$ cat config.mk
export PLATFORM = sky130hd
export DESIGN_NAME = ldpc_ber_sweep_ctrl
export DESIGN_NICKNAME = d
export VERILOG_FILES = /design/src/rtl/ldpc_ber_sweep_ctrl.sv
export SDC_FILE = /design/constraint.sdc
export NUM_CORES = 1
export LEC_CHECK = 0
export CAP_MARGIN = 0
export CORE_MARGIN = 2
export CORE_UTILIZATION = 53
export CTS_CLUSTER_DIAMETER = 100
export DETAILED_ROUTE_END_ITERATION = 7
export PLACE_DENSITY = 0.86
export SETUP_SLACK_MARGIN = 0.4
export SLEW_MARGIN = 10
export SYNTH_ARGS = -nofsm -noshare
export SYNTH_HDL_FRONTEND = slang
export SYNTH_SLANG_ARGS = --single-unit
$ cat constraint.sdc
create_clock -name data_clk -period 31.6 [get_ports data_clk]
set_input_delay 9.48 -clock data_clk [delete_from_list [all_inputs] [get_ports data_clk]]
set_output_delay 9.48 -clock data_clk [all_outputs]
set_load 0.01 [all_outputs]
$ cat src/rtl/ldpc_ber_sweep_ctrl.sv
// Purpose : SNR-sweep sequencer; per point programs AWGN factor/offset, soft-resets the
//           datapath, runs until a block/error stop condition, drains, emits one record.
// Latency : RESET_CYCLES reset + >=2 run + DRAIN_CYCLES drain cycles per point, then REPORT.
// Backpressure: the record is held stable in REPORT until res_ready; the sweep stalls meanwhile.
// Ports   : data_clk/data_rst (async, active-high); start/abort control; cfg_* sweep setup
//           (latched on start); data_* counters in / controls out; busy/done status;
//           res_* valid/ready result record.
module ldpc_ber_sweep_ctrl #(
  parameter int unsigned RESET_CYCLES = 4,
  parameter int unsigned DRAIN_CYCLES = 64,
  parameter int unsigned PT_W         = 8
) (
  input  logic            data_clk,
  input  logic            data_rst,
  input  logic            start,
  input  logic            abort,
  input  logic [PT_W-1:0] cfg_num_points,
  input  logic [15:0]     cfg_factor_start,
  input  logic [15:0]     cfg_factor_step,
  input  logic [7:0]      cfg_offset,
  input  logic [63:0]     cfg_min_blocks,
  input  logic [63:0]     cfg_max_errors,
  input  logic [63:0]     data_finished_blocks,
  input  logic [63:0]     data_bit_errors,
  output logic            data_en,
  output logic            data_sw_resetn,
  output logic [15:0]     data_factor,
  output logic [7:0]      data_offset,
  output logic            busy,
  output logic            done,
  output logic            res_valid,
  input  logic            res_ready,
  output logic [PT_W-1:0] res_point,
  output logic [15:0]     res_factor,
  output logic [63:0]     res_blocks,
  output logic [63:0]     res_errors
);

  localparam int CNT_W = 16;

  typedef enum logic [2:0] {
    S_IDLE, S_RST, S_RUN, S_DRAIN, S_REPORT, S_DONE
  } state_t;

  state_t            state_q;
  logic [CNT_W-1:0]  cnt_q;
  logic              first_run_q;
  logic [PT_W-1:0]   point_q;
  logic [PT_W-1:0]   num_points_q;
  logic [15:0]       step_q;
  logic [63:0]       min_blocks_q;
  logic [63:0]       max_errors_q;

  logic              data_en_q, data_sw_resetn_q, busy_q, done_q, res_valid_q;
  logic [15:0]       data_factor_q, res_factor_q;
  logic [7:0]        data_offset_q;
  logic [PT_W-1:0]   res_point_q;
  logic [63:0]       res_blocks_q, res_errors_q;

  logic              stop_d;
  logic [16:0]       fac_sum_d;

  // Stop when the block target is met (a zero count never qualifies, so a target of 0
  // means "first block"), or when the optional error cap is reached.
  assign stop_d = ((data_finished_blocks >= min_blocks_q) && (data_finished_blocks != 64'd0)) ||
                  ((max_errors_q != 64'd0) && (data_bit_errors >= max_errors_q));

  // Carry out of the 17-bit sum means the factor clamps at full scale.
  assign fac_sum_d = {1'b0, data_factor_q} + {1'b0, step_q};

  always_ff @(posedge data_clk or posedge data_rst) begin
    if (data_rst) begin
      state_q          <= S_IDLE;
      cnt_q            <= '0;
      first_run_q      <= 1'b0;
      point_q          <= '0;
      num_points_q     <= '0;
      step_q           <= '0;
      min_blocks_q     <= '0;
      max_errors_q     <= '0;
      data_en_q        <= 1'b0;
      data_sw_resetn_q <= 1'b1;
      data_factor_q    <= '0;
      data_offset_q    <= '0;
      busy_q           <= 1'b0;
      done_q           <= 1'b0;
      res_valid_q      <= 1'b0;
      res_point_q      <= '0;
      res_factor_q     <= '0;
      res_blocks_q     <= '0;
      res_errors_q     <= '0;
    end else if (abort) begin
      // Factor/offset are left as they were so the aborted point stays visible.
      state_q          <= S_IDLE;
      data_en_q        <= 1'b0;
      data_sw_resetn_q <= 1'b1;
      res_valid_q      <= 1'b0;
      busy_q           <= 1'b0;
      done_q           <= 1'b0;
      first_run_q      <= 1'b0;
    end else begin
      case (state_q)
        S_IDLE, S_DONE: begin
          if (start) begin
            num_points_q <= cfg_num_points;
            step_q       <= cfg_factor_step;
            min_blocks_q <= cfg_min_blocks;
            max_errors_q <= cfg_max_errors;
            if (cfg_num_points == '0) begin
              state_q <= S_DONE;
              done_q  <= 1'b1;
              busy_q  <= 1'b0;
            end else begin
              point_q          <= '0;
              data_factor_q    <= cfg_factor_start;
              data_offset_q    <= cfg_offset;
              done_q           <= 1'b0;
              busy_q           <= 1'b1;
              data_sw_resetn_q <= 1'b0;
              data_en_q        <= 1'b0;
              cnt_q            <= CNT_W'(RESET_CYCLES - 1);
              state_q          <= S_RST;
            end
          end
        end
        S_RST: begin
          if (cnt_q == '0) begin
            data_sw_resetn_q <= 1'b1;
            data_en_q        <= 1'b1;
            first_run_q      <= 1'b1;
            state_q          <= S_RUN;
          end else begin
            cnt_q <= cnt_q - 1'b1;
          end
        end
        S_RUN: begin
          // Counters can still show stale pre-reset values on the first RUN cycle.
          first_run_q <= 1'b0;
          if (!first_run_q && stop_d) begin
            data_en_q <= 1'b0;
            cnt_q     <= CNT_W'(DRAIN_CYCLES - 1);
            state_q   <= S_DRAIN;
          end
        end
        S_DRAIN: begin
          if (cnt_q == '0) begin
            res_blocks_q <= data_finished_blocks;
            res_errors_q <= data_bit_errors;
            res_point_q  <= point_q;
            res_factor_q <= data_factor_q;
            res_valid_q  <= 1'b1;
            state_q      <= S_REPORT;
          end else begin
            cnt_q <= cnt_q - 1'b1;
          end
        end
        S_REPORT: begin
          if (res_ready) begin
            res_valid_q <= 1'b0;
            if (point_q == num_points_q - PT_W'(1)) begin
              state_q <= S_DONE;
              done_q  <= 1'b1;
              busy_q  <= 1'b0;
            end else begin
              point_q          <= point_q + PT_W'(1);
              data_factor_q    <= fac_sum_d[16] ? 16'hFFFF : fac_sum_d[15:0];
              data_sw_resetn_q <= 1'b0;
              cnt_q            <= CNT_W'(RESET_CYCLES - 1);
              state_q          <= S_RST;
            end
          end
        end
        default: state_q <= S_IDLE;
      endcase
    end
  end

  assign data_en        = data_en_q;
  assign data_sw_resetn = data_sw_resetn_q;
  assign data_factor    = data_factor_q;
  assign data_offset    = data_offset_q;
  assign busy           = busy_q;
  assign done           = done_q;
  assign res_valid      = res_valid_q;
  assign res_point      = res_point_q;
  assign res_factor     = res_factor_q;
  assign res_blocks     = res_blocks_q;
  assign res_errors     = res_errors_q;

endmodule

* Word level (Yosys, flattened, before mapping)
Cells that the tools add are included.
** Storage, ports and cells
- Bits in registers :: 361
- Output and inout port bits :: 181
- Input port bits :: 309
** Cells by class
- Muxes and demuxes :: 54
- Reduce and logical (&&, ||, !) cells :: 30
- Bitwise gates (word level) :: 2
- Order comparisons :: 2
- Add/sub/neg operators :: 4
- Eq/ne operators :: 20
** Operators with widths (count)
- $mux W16 :: 11
- $ge A64 B64 Y1 :: 2
- $reduce_bool A64 Y1 :: 2
- $pmux W16 S4 :: 1
- $mux W8 :: 4
- $pmux W16 S2 :: 1
- $mux W3 :: 8
- $ne A3 B3 Y1 const B :: 8
- $mux W1 :: 21
- $add A16 B16 Y17 :: 1
- $logic_not A16 Y1 :: 1
- $pmux W8 S2 :: 1
- $sub A16 B1 Y16 const B :: 1
- $pmux W3 S5 :: 1
- $ne A2 B2 Y1 const B :: 6
- $reduce_and A6 Y1 :: 2
- $reduce_bool A4 Y1 :: 3
- $reduce_and A5 Y1 :: 2
- $reduce_and A3 Y1 :: 3
- $reduce_bool A3 Y1 :: 3
- $add A8 B1 Y8 const B :: 1
- $eq A8 B8 Y1 :: 1
- $logic_not A8 Y1 :: 1
- $pmux W1 S2 :: 4
- 15 further kinds :: 23

* Longest topological paths before layout
Gate-level depths: netlist of run 1.
- Depth in word-level cells :: 7
- Gate-level depth with buffers :: 12
- Gate-level depth less buffers :: 11

* Least setup slack after synthesis of run 1
No wires, ideal clock.
- Path kind :: input to register
- From :: input data_finished_blocks[63]
- To :: register cnt_q[10]
- Setup slack :: 19.391 ns
- Data arrival time :: 12.083 ns
- Required time :: 31.474 ns
- Cell stages on the path :: 10
- Path through :: ha_1 -> nand4_2 -> or4_4 -> or4b_1 -> or4_4 -> nor2_2 -> o2bb2ai_1 -> buf_6 -> nor3_1 -> a221o_1
** On the way
- Longest elaborated chain between the ends :: 6
** RTL lines
- start: declaration :: RTL line 23 : input logic [63:0] data_finished_blocks,
- $ge A64 B64 Y1 / $reduce_bool A64 Y1 (equally long branches) :: RTL line 65 : assign stop_d = ((data_finished_blocks >= min_blocks_q) && (data_finished_blocks != 64'd0)) ||
- $logic_and A1 B1 Y1 * :: RTL line 65
- $logic_or A1 B1 Y1 * :: RTL line 65
- $logic_and A1 B1 Y1 * :: RTL line 139 : if (!first_run_q && stop_d) begin
- $ne A2 B2 Y1 (no line) *
- $reduce_and A8 Y1 (no line) *
- end signal: assignment :: RTL line 133 : cnt_q <= cnt_q - 1'b1;
- end signal: assignment :: RTL line 141 : cnt_q <= CNT_W'(DRAIN_CYCLES - 1);
- end signal: assignment :: RTL line 154 : cnt_q <= cnt_q - 1'b1;
- end: declaration :: RTL line 46 : logic [CNT_W-1:0] cnt_q;
Every way passes the cells marked *; elsewhere a longest branch is shown, timed or not.
A chain may end at the register's enable or synchronous reset.

* Worst setup path after layout of run 1
- From :: input data_bit_errors[62]
- To :: register cnt_q[15]
** On the way
- Longest elaborated chain between the ends :: 6
** RTL lines
- start: declaration :: RTL line 24 : input logic [63:0] data_bit_errors,
- $ge A64 B64 Y1 :: RTL line 66 : ((max_errors_q != 64'd0) && (data_bit_errors >= max_errors_q));
- $logic_and A1 B1 Y1 :: RTL line 66
- $logic_or A1 B1 Y1 :: RTL line 65
- $logic_and A1 B1 Y1 :: RTL line 139
- $ne A2 B2 Y1 (no line)
- $reduce_and A8 Y1 (no line)
Every way passes these cells.

==> flow_metrics.env, run 1 <==
export IMPL_status="complete, no violations"
export IMPL_pin_count=490
export IMPL_fp_dieW_microns=192
export IMPL_slew_viol_final=0
export IMPL_root_buffer="clkbuf_16"
export IMPL_drt_initial_drc_count=881
export IMPL_r2r_cells=9
export IMPL_post_drt_wl_per_cell_microns=21.9
export IMPL_min_path_cells=1
export IMPL_grt_start_max_net_pins=148
export IMPL_rows=68
export IMPL_setup_viol=0
export IMPL_irDropWorstVdd_mv=0.0439
export IMPL_cts_buffer_depth=3
export IMPL_hold_end="res_factor[14]"
export IMPL_min_from="res_factor[14]"
export IMPL_dr_pass1_iters=5
export IMPL_synth_cells=1625
export IMPL_yosys_top_cells_count="360 x dfrtp_1, 312 x mux2_2, 147 x ha_1, 147 x inv_1"
export IMPL_cts_buffers=40
export IMPL_synth_async_reset_ratio=1.00
export IMPL_gp_congestion=0.972
export IMPL_yosys_warnings=0
export IMPL_crit_type="input port to flip-flop"
export IMPL_syn_area_per_cell_sq_um=11.5
export IMPL_yosys_area_top_type="dfrtp_1"
export IMPL_met1_usage=0.360
export IMPL_required_ns=32.02
export IMPL_gr_usage_all_layers=0.302
export IMPL_clock_skew_ns=0.00938
export IMPL_grt_busiest_layer="met2"
export IMPL_final_nets=2568
export IMPL_clkSlewWorstSetupHoldPaths_ns=0.06
export IMPL_synthToLayoutAreaGrowth_pct=35.6
export IMPL_synth_edf_count=0
export IMPL_fmax_mhz=78.1
export IMPL_grtUsageMet2=0.516
export IMPL_nFillCells=2341
export IMPL_postCtsHoldBufs=0
export IMPL_hold_viol_final=0
export IMPL_synth_top_area_frac=0.481
export IMPL_crit_path_start_kind="input port"
export IMPL_overflow=0
export IMPL_p_leak_nw=11.4
export IMPL_p_per_area_nw_per_um2=59.5
export IMPL_hpwl_mm=41.9
export IMPL_finalSetupTns_ns=0
export IMPL_drive_gt1_frac=0.190
export IMPL_rsz0062_at_grt="false"
export IMPL_grt_pass1_vias=15600
export IMPL_synth_flop_cell="dfrtp_1"
export IMPL_ys_seq_elements=361
export IMPL_cp_data_arrival_time_ns=13.21
export IMPL_post_route_period_util=0.405
export IMPL_portBuffers=489
export IMPL_drc=0
export IMPL_syn_cell_area_sq_um=18700
export IMPL_reg2reg_setup_slack_ns=27.72
export IMPL_ant_nets=0
export IMPL_cts_tree="yes"
export IMPL_wl_mm=56.8
export IMPL_clock_sinks=361
export IMPL_vias_per_cell=5.78
export IMPL_drv_cap=0
export IMPL_htree_levels=2
export IMPL_worst_slew_pin_slew_ns=1.23
export IMPL_ys_types=68
export IMPL_hp_class="flip-flop to flip-flop"
export IMPL_placed_cells=2524
export IMPL_cts_setup_buffers=0
export IMPL_synth_most_common_cell="dfrtp_1"
export IMPL_reg2reg_to="point_q[5]"
export IMPL_path_max_fanout=11
export IMPL_fp_coreArea_sq_um=34700
export IMPL_layout_cells_non_filler=2599
export IMPL_holdWs_ns=0.504
export IMPL_crit_path_end_kind="flip-flop"
export IMPL_grt_pass1_wl_mm=86.2
export IMPL_p_total_mw=1.51
export IMPL_worstReg2RegStart="num_points_q[2]"
export IMPL_vias=15000
export IMPL_yosysSeqAreaShare=0.482
export IMPL_clock_latency_ns=0.53
export IMPL_die_area_sq_um=36900
export IMPL_finalCriticalPeriod_ns=12.80
export IMPL_maxSlewHeadroom=0.182
export IMPL_cts_resized=0
export IMPL_grt_use_met3=0.0762
export IMPL_start_util=0.540
export IMPL_fp_dieH_microns=192
export IMPL_antenna_found_initial=6
export IMPL_synth_nets=2082
export IMPL_ys_top_cells_by_area="dfrtp_1 48%, mux2_2 19%, ha_1 9.8%"
worst max-delay path: stages:
cell	delay, ns
clkdlybuf4s50_1	0.45
ha_1	0.34
nand4_1	0.17
nor4_1	0.60
o2111ai_1	0.22
a2111oi_0	0.40
o41ai_1	0.26
a21oi_1	0.81
nor3_1	0.17
a221o_1	0.30
flip-flops by register name, summed over array words and instances (netlist names), 16 cells and up:
signal / cells
max_errors_q: 64
min_blocks_q: 64
res_blocks: 64
res_errors: 64
cnt_q: 16
data_factor: 16
res_factor: 16
step_q: 16
logic make-up after synthesis:
logic type                 synth area share
xor gates and xnor gates             0.0140
muxes                                 0.190
adders and majority gates            0.0993
AOI/OAI and AO/OA                    0.0807
and+or+nand+nor                      0.0921
DFF                                   0.482
buffers and inverters                0.0419
stage by stage:
| step | worst slack (ns) | instance area [sq um] | utilization |
|---|---|---|---|
| after detailed placement | 18.39 | 24100 | 0.694 |
| after floorplan | 12.10 | 18700 | - |
| after global placement | 18.63 | 24100 | 0.694 |
| final | 18.80 | 25400 | 0.732 |
| after global routing | 18.71 | 25400 | 0.732 |
| after CTS | 18.93 | 25400 | 0.732 |
metal layers:
metal | part of all wire | wire length (microns)
met1 | 0.38 | 21900
met2 | 0.49 | 27900
met5 | 0.00074 | 42
met4 | 0.044 | 2520
met3 | 0.080 | 4550
cells in the final DEF, fill, tap and decap left out, types with 8 or more instances in the layout:
cell type	count
clkdlybuf4s50_1	489
dfrtp_1	360
mux2_2	312
ha_1	147
inv_1	146
nand2_1	77
a21oi_1	77
o21ai_0	52
nor4_1	47
nor2_1	43
clkbuf_16	41
nor3_1	33
nand4_1	32
nand3_1	28
a21o_1	16
xnor2_1	15
xor2_1	15
or3_1	13
o22ai_1	13
nand2b_1	10
buf_4	10
a31oi_1	9
clkbuf_8	9
clkinv_2	9
o31ai_1	8
or2_2	8
a211oi_1	8
power breakdown:
part	internal, mW	switching, mW	total (mW)
Combinational	0.226	0.217	0.443
Clock	0.275	0.191	0.467
Sequential	0.539	0.0635	0.602
Total	1.04	0.472	1.51
how the worst max path moves through the flow:
| stage | cells after the start | to | slack [ns] | startpoint |
|---|---|---|---|---|
| 6_report | 10 | cnt_q[15] | 18.80 | data_bit_errors[62] |
| 5_1_grt | 10 | cnt_q[10] | 18.71 | data_bit_errors[62] |
| 4_1_cts | 10 | cnt_q[10] | 18.93 | data_bit_errors[59] |
| 3_5_place_dp | 10 | cnt_q[15] | 18.39 | data_bit_errors[59] |
| 3_3_place_gp | 10 | cnt_q[10] | 18.63 | data_finished_blocks[55] |
| 2_1_floorplan | 1 | busy | 12.10 | data_rst |
final cells by class:
cell class              count  area [sq um]  area share
inverters                 147           559      0.0220
clock buffers              57          1180      0.0463
repair buffers            500          4990       0.196
multi-input cells        1061          8940       0.352
flip-flops and latches    361          9030       0.356
diodes                      4          10.0    0.000394
well taps                 455           569      0.0224
clock inverters            14           129     0.00507
(Power assumes the default switching activity.)
==> run 2: changes to the inputs <==
CORE_UTILIZATION = 50   (was 53)
PLACE_DENSITY = 0.82   (was 0.86)
clock period = 12.75 ns   (was 31.6 ns; I/O delays follow)
==> run 2 against run 1 <==
Net effect: count of clock-buffer cells in the layout increased by 1; design area rose by 0.72%; flip-flop and latch count unchanged; register-to-register slack worse by 19 ns; critical path depth did not move; utilization fell by 3.6 points; wire length shrank 2.1%; first-iteration DRC count is 18% lower; clock skew increased by 0.0018 ns; sequential power up 150%; global-route usage fell by 2.0 points; total power rose to 2.5 times the previous value; critical path type unchanged; largest cell class unchanged.
==> flow_metrics.env, run 2 (synthesis gave the netlist of run 1 again) <==
export IMPL_clock_latency_ns=0.54
export IMPL_clkSlewWorstSetupHoldPaths_ns=0.06
export IMPL_fp_dieH_microns=198
export IMPL_die_area_sq_um=39000
export IMPL_grt_start_max_net_pins=187
export IMPL_min_from="res_blocks[31]"
export IMPL_cts_resized=0
export IMPL_clock_skew_ns=0.0112
export IMPL_post_drt_wl_per_cell_microns=21.3
export IMPL_status="complete, no violations"
export IMPL_crit_type="input port to flip-flop"
export IMPL_r2r_cells=9
export IMPL_p_comb_frac=0.281
export IMPL_reg2reg_to="res_errors[61]"
export IMPL_hp_class="flip-flop to flip-flop"
export IMPL_final_common_cell="clkdlybuf4s50_1"
export IMPL_p_sw_mw=1.16
export IMPL_postCtsHoldBufs=0
export IMPL_drt_initial_drc_count=724
export IMPL_required_ns=13.17
export IMPL_pin_count=490
export IMPL_path_max_fanout=11
export IMPL_irDropWorstVdd_mv=0.0876
export IMPL_dr_pass1_iters=5
export IMPL_crit_path_end_kind="flip-flop"
export IMPL_layout_cells_non_filler=2615
export IMPL_wl_mm=55.7
export IMPL_worstReg2RegStart="cnt_q[0]"
export IMPL_overflow=0
export IMPL_hold_end="res_blocks[31]"
export IMPL_grt_pass1_wl_mm=85.5
export IMPL_antenna_found_initial=5
export IMPL_final_nets=2571
export IMPL_synthToLayoutAreaGrowth_pct=36.6
export IMPL_start_util=0.509
export IMPL_cts_tree="yes"
export IMPL_p_leak_nw=11.5
export IMPL_reg2reg_setup_slack_ns=8.98
export IMPL_fp_coreArea_sq_um=36800
export IMPL_setup_viol=0
export IMPL_cts_buffer_depth=3
export IMPL_switching_share=0.302
export IMPL_rows=70
export IMPL_portBuffers=489
export IMPL_seq_power_share=0.387
export IMPL_finalSetupTns_ns=0
export IMPL_root_buffer="clkbuf_16"
export IMPL_hpwl_mm=42.2
export IMPL_p_total_mw=3.85
export IMPL_drc=0
export IMPL_slew_viol_final=0
export IMPL_worst_slew_pin_slew_ns=1.16
export IMPL_utilization=0.696
export IMPL_hold_viol_final=0
export IMPL_finalCriticalPeriod_ns=6.99
export IMPL_clock_sinks=361
export IMPL_cts_buffers=41
export IMPL_vias_per_cell=5.65
export IMPL_gp_congestion=0.961
export IMPL_grt_pass1_vias=15600
export IMPL_fp_dieW_microns=198
export IMPL_cp_data_arrival_time_ns=7.41
export IMPL_htree_levels=2
export IMPL_rsz0062_at_grt="false"
export IMPL_placed_cells=2539
export IMPL_gr_usage_all_layers=0.282
export IMPL_crit_path_start_kind="input port"
export IMPL_post_route_period_util=0.548
export IMPL_drv_cap=0
export IMPL_drive_gt1_frac=0.191
export IMPL_p_int_mw=2.69
export IMPL_p_per_area_nw_per_um2=151
export IMPL_vias=14800
export IMPL_min_path_cells=1
export IMPL_cts_setup_buffers=0
export IMPL_fmax_mhz=143
export IMPL_clkPwrFrac=0.332
export IMPL_maxSlewHeadroom=0.222
export IMPL_ant_nets=0
export IMPL_layout_common_cells="489 x clkdlybuf4s50_1, 360 x dfrtp_1, 312 x mux2_2, 147 x ha_1, 146 x inv_1"
run 2: cell count changes in the layout (fill, tap and decap cells not counted), sizes merged:
| cell | delta |
|---|---|
| buf | +2 |
| bufinv | +5 |
| clkbuf | +1 |
| clkinv | -6 |
| clkinvlp | +2 |
| inv | -1 |
run 2: worst max path at each step:
| stage | from | endpoint | cells past startpoint |
|---|---|---|---|
| 3_3_place_gp | data_bit_errors[62] | cnt_q[14] | 10 |
| 2_1_floorplan | data_rst | busy | 1 |
| 3_5_place_dp | data_bit_errors[62] | cnt_q[14] | 10 |
| 6_report | data_bit_errors[62] | cnt_q[14] | 10 |
| 5_1_grt | data_bit_errors[62] | cnt_q[11] | 10 |
| 4_1_cts | data_bit_errors[62] | cnt_q[14] | 10 |
run 2: through the flow:
stage	setup slack, ns	hold WS (ns)	instance area [sq um]
3_5_place_dp	5.16	0.494	24100
5_1_grt	5.53	0.516	25600
3_3_place_gp	5.36	0.488	24100
6_report	5.76	0.505	25600
4_1_cts	5.75	0.508	25600
2_1_floorplan	4.09	0.479	18700
run 2: critical path, stage by stage:
cell             delay [ns]
clkdlybuf4s50_1        0.46
ha_1                   0.35
nand4_1                0.17
nor4_1                 0.65
o2111ai_1              0.19
a2111oi_0              0.36
o41ai_1                0.23
a21oi_1                0.71
nor3_1                 0.15
a221o_1                0.30
run 2: final cells by class:
type,instances,area (sq um)
Sequential cell,361,9030
Clock buffer,58,1200
Multi-Input combinational cell,1061,8940
Clock inverter,14,260
Fill cell,2658,11200
Inverter,147,556
Antenna cell,4,10.0
Timing Repair Buffer,502,5000
Tap cell,468,586
run 2: power by group through the flow:
| stage | Sequential, mW | Combinational [mW] | Clock, mW |
|---|---|---|---|
| floorplan | 1.48 | 0.673 | 0 |
| finish | 1.49 | 1.08 | 1.28 |
| CTS | 1.49 | 1.08 | 1.30 |
| global placement | 1.49 | 1.03 | 0 |
| detailed placement | 1.50 | 1.07 | 0 |
| global route | 1.51 | 1.20 | 1.35 |
run 2: layer usage:
layer,up-vias,wire length (microns),track usage
met2,492,27300,0.482
met3,128,4240,0.0693
met5,-,18,0
li1,6856,-,-
met4,2,2190,0.121
met1,7301,21900,0.341
==> variant 1 (flow settings as in run 2) <==
Register the input `cfg_max_errors` before use. The logic sees it one clock later. The other inputs are not delayed to match.
--- a/src/rtl/ldpc_ber_sweep_ctrl.sv
+++ b/src/rtl/ldpc_ber_sweep_ctrl.sv
@@ -41,6 +41,12 @@
   typedef enum logic [2:0] {
     S_IDLE, S_RST, S_RUN, S_DRAIN, S_REPORT, S_DONE
   } state_t;
+
+  logic [63:0] cfg_max_errors_q;
+
+  always_ff @(posedge data_clk) begin
+    cfg_max_errors_q <= cfg_max_errors;
+  end
 
   state_t            state_q;
   logic [CNT_W-1:0]  cnt_q;
@@ -105,7 +111,7 @@
             num_points_q <= cfg_num_points;
             step_q       <= cfg_factor_step;
             min_blocks_q <= cfg_min_blocks;
-            max_errors_q <= cfg_max_errors;
+            max_errors_q <= cfg_max_errors_q;
             if (cfg_num_points == '0) begin
               state_q <= S_DONE;
               done_q  <= 1'b1;
Formal check against the unedited RTL: no difference found for any inputs over 4 cycles, from zero or initial values and one cycle with data_rst high; that may be too few to reach the edited logic, so the function may still have changed.
==> variant 1 against run 2 <==
Design area is 3.6% higher. Setup slack improved by 0.053 ns. Sequential cell count up 64. Count of clock-buffer cells in the layout is 19 higher. Power increased by 30%. Wire length rose by 3.7%. Area after synthesis up 4.5%. Largest cell class unchanged. Largest power group unchanged.
==> variant 1: results <==
[run_status]
status = "complete, no violations"

[final_layout]
layout-drive-gt1-share = 0.1198
nets = 2730

[global_routing]
antenna_found_initial = 8
grt_pass1_vias = 16500
track_usage = 0.2828
grt_max_degree = 182

[synth]
seq_area_frac_synth = 0.5268
ys_types = 73
synth_nets = 2255

[sta]
maxSlewHeadroom = 0.2042
holdWs_ns = 0.4376
clock_skew_ns = 0.01623

[placed_design]
gp_congestion = 0.9429
postPlaceCellArea_mm2 = 0.02492
dp_hpwl_um = 42450

[clock_tree]
cts_made_buffers = 47
insertion_delay_ns = 0.58

[power_and_ir_drop]
power.leakage_nw = 11.70

[critical_path]
critPathArrivalTime_ns = 7.39
reg2reg_slack_ns = 8.76

[drt]
vias = 15690
dr.pass1.iters = 7
first_iter_violations = 1049

[hold_path]
holdPathEnd = "max_errors_q[31]"
[variant 1: cell types whose count changed in the layout (fill, tap and decap cells not counted), moves of 6 or more]
cell	change
a221o_1	-6
clkbuf_1	+12
clkbuf_16	+8
dfxtp_1	+64
mux2_2	-137
mux2_4	+8
nand2_1	+122
nand3_1	-16
nor3_1	-14
o21a_1	+7
o21ai_0	+136
or2_2	-6
xor2_1	-9
[variant 1: worst max-delay path, cell delays in order]
cell and delay, ns:
clkdlybuf4s50_1 0.49, inv_1 0.05, ha_1 0.27, nand2b_1 0.15
a2111oi_0 0.64, nor4_1 0.16, or3_1 0.34, a2111oi_0 0.42
nor3_1 0.18, o21bai_1 0.37, nor4_2 0.13, o32a_1 0.36
[variant 1: through the flow]
step	cells	total power, mW
3_5_place_dp	2742	3.619
3_3_place_gp	2742	3.520
2_1_floorplan	1798	3.007
4_1_cts	2830	5.019
5_1_grt	2838	5.346
6_report	2838	5.007
[variant 1: layout make-up]
type	count	area, um^2
Fill cell	2765	12140
Timing Repair Buffer	498	4987
Multi-Input combinational cell	1154	8412
Clock buffer	77	1431
Clock inverter	11	133.9
Tap cell	518	648.1
Antenna cell	8	20.02
Sequential cell	425	10320
Inverter	147	555.5
[variant 1: how the worst max path moves through the flow]
stage	start	endpoint	slack (ns)	cells after the start
after floorplan	data_rst	busy	4.09	1
after global placement	data_bit_errors[0]	cnt_q[2]	5.35	12
after detailed placement	data_bit_errors[0]	cnt_q[2]	5.27	12
after CTS	data_bit_errors[0]	cnt_q[2]	5.85	12
after global routing	data_bit_errors[0]	cnt_q[5]	5.59	12
final	data_bit_errors[0]	cnt_q[2]	5.81	12
[variant 1: kinds of logic after synthesis]
family          share of synthesized area
buf+inv                           0.04447
flops                              0.5268
compound gates                     0.1157
xor+xnor                         0.008946
fa+ha+maj                         0.09495
simple gates                       0.1023
mux                                0.1068
[variant 1: power breakdown]
part	switching, mW	leakage, nW	internal, mW	total (mW)
Combinational	0.959	5.81	0.802	1.76
Sequential	0.209	5.13	1.67	1.88
Clock	0.558	0.764	0.811	1.37
Total	1.73	11.7	3.28	5.01
[variant 1: metal layers]
layer  wire [um]  track usage  part of all wire  vias to the layer above
li1            -            -                 -                     7313
met5           0            0                 0                        -
met3        3358      0.05305             0.058                      141
met4        2478       0.1258             0.043                        0
met2       28210       0.4688              0.49                      531
met1       23690       0.3621              0.41                     7700
==> variant 2 (settings of run 2) <==
Without the edit above. Change the parameter `PT_W` from 8 to 10.
--- a/src/rtl/ldpc_ber_sweep_ctrl.sv
+++ b/src/rtl/ldpc_ber_sweep_ctrl.sv
@@ -8,7 +8,7 @@
 module ldpc_ber_sweep_ctrl #(
   parameter int unsigned RESET_CYCLES = 4,
   parameter int unsigned DRAIN_CYCLES = 64,
-  parameter int unsigned PT_W         = 8
+  parameter int unsigned PT_W         = 10
 ) (
   input  logic            data_clk,
   input  logic            data_rst,
Interface: changed (resized cfg_num_points and res_point); port bits go from 490 to 494. The function was not compared with the original's and may differ.
==> variant 2 against run 2 <==
Sequential cell count increased by 6. Critical path depth grew 2. Setup slack better by 0.099 ns. Count of clock-buffer cells in the layout rose by 8. Non-clock buffer count is 2 higher. Design area is 0.23% higher. Power rose by 12%. Wire length rose by 5.7%. Fmax increased by 1.4%. Combinational power rose by 34%. Area after synthesis grew 1.3%.
==> variant 2: results <==
[critical_path]
crit_end = "cnt_q[1]"
worst-path-max-fanout = 12
worstReg2RegEnd = "res_errors[47]"
startpoint = "data_finished_blocks[0]"
reg2reg_slack_ns = 8.28

[placed_design]
dp_hpwl_um = 43190
port_buffers = 493
gp_congestion = 0.8784

[synth]
synth_common_cells = "nand2_1, dfrtp_1, mux2_2"
syn-cell-area_mm2 = 0.01897
synth_area_leaders = "dfrtp_1, nand2_1, ha_1"

[final_layout]
clk_share = 0.05454
antenna_cells = 7
clkbuf_count = 66
fin_cells = 2954
buffers_excl_clock = 504
seq-cell-share = 0.3581
fillers = 2773
layout-drive-gt1-share = 0.1034
nets = 2866
inv_count = 152

[power_and_ir_drop]
p_clk_mw = 1.22
powerDensity_mw_per_mm2 = 168.6

[global_routing]
grt_pass1_wl_um = 90510
grt_pass1_vias = 16730
track_usage = 0.2949

[hold_path]
hold_path_startpoint = "res_errors[33]"
hold_path_depth = 2

[drt]
routed_wl_um = 58830
first_iter_violations = 933
dr.pass1.iters = 6

[sta]
maxSlewHeadroom = 0.2424
holdWs_ns = 0.4611
fmax_mhz = 145.1

[clock_tree]
cts_made_buffers = 42

[run_status]
status = "complete, no violations"
==> variant 2: logic make-up after synthesis <==
kind of cell,count (synthesis),share of synthesized area
xor gates and xnor gates,32,0.01477
adders and majority gates,149,0.09854
buffers and inverters,225,0.05270
and+or+nand+nor,761,0.1738
muxes,164,0.09722
AOI/OAI and AO/OA,234,0.07876
DFF,367,0.4842
==> variant 2: per-layer routing <==
metal	track usage	up-vias	routed length, um
met5	0	-	0
met4	0.1440	0	2682
met3	0.07681	152	4855
met2	0.4942	654	28520
met1	0.3533	7904	22770
li1	-	7504	-
==> variant 2: worst max-delay path: stages <==
cell and delay, ns:
clkdlybuf4s50_1 0.48, inv_1 0.06, ha_1 0.28, nand2b_1 0.15
a2111oi_0 0.36, a2111oi_0 0.11, or4b_1 0.49, a211oi_1 0.42
o41ai_1 0.13, a22oi_1 0.41, a21o_1 0.44, a22oi_1 0.15
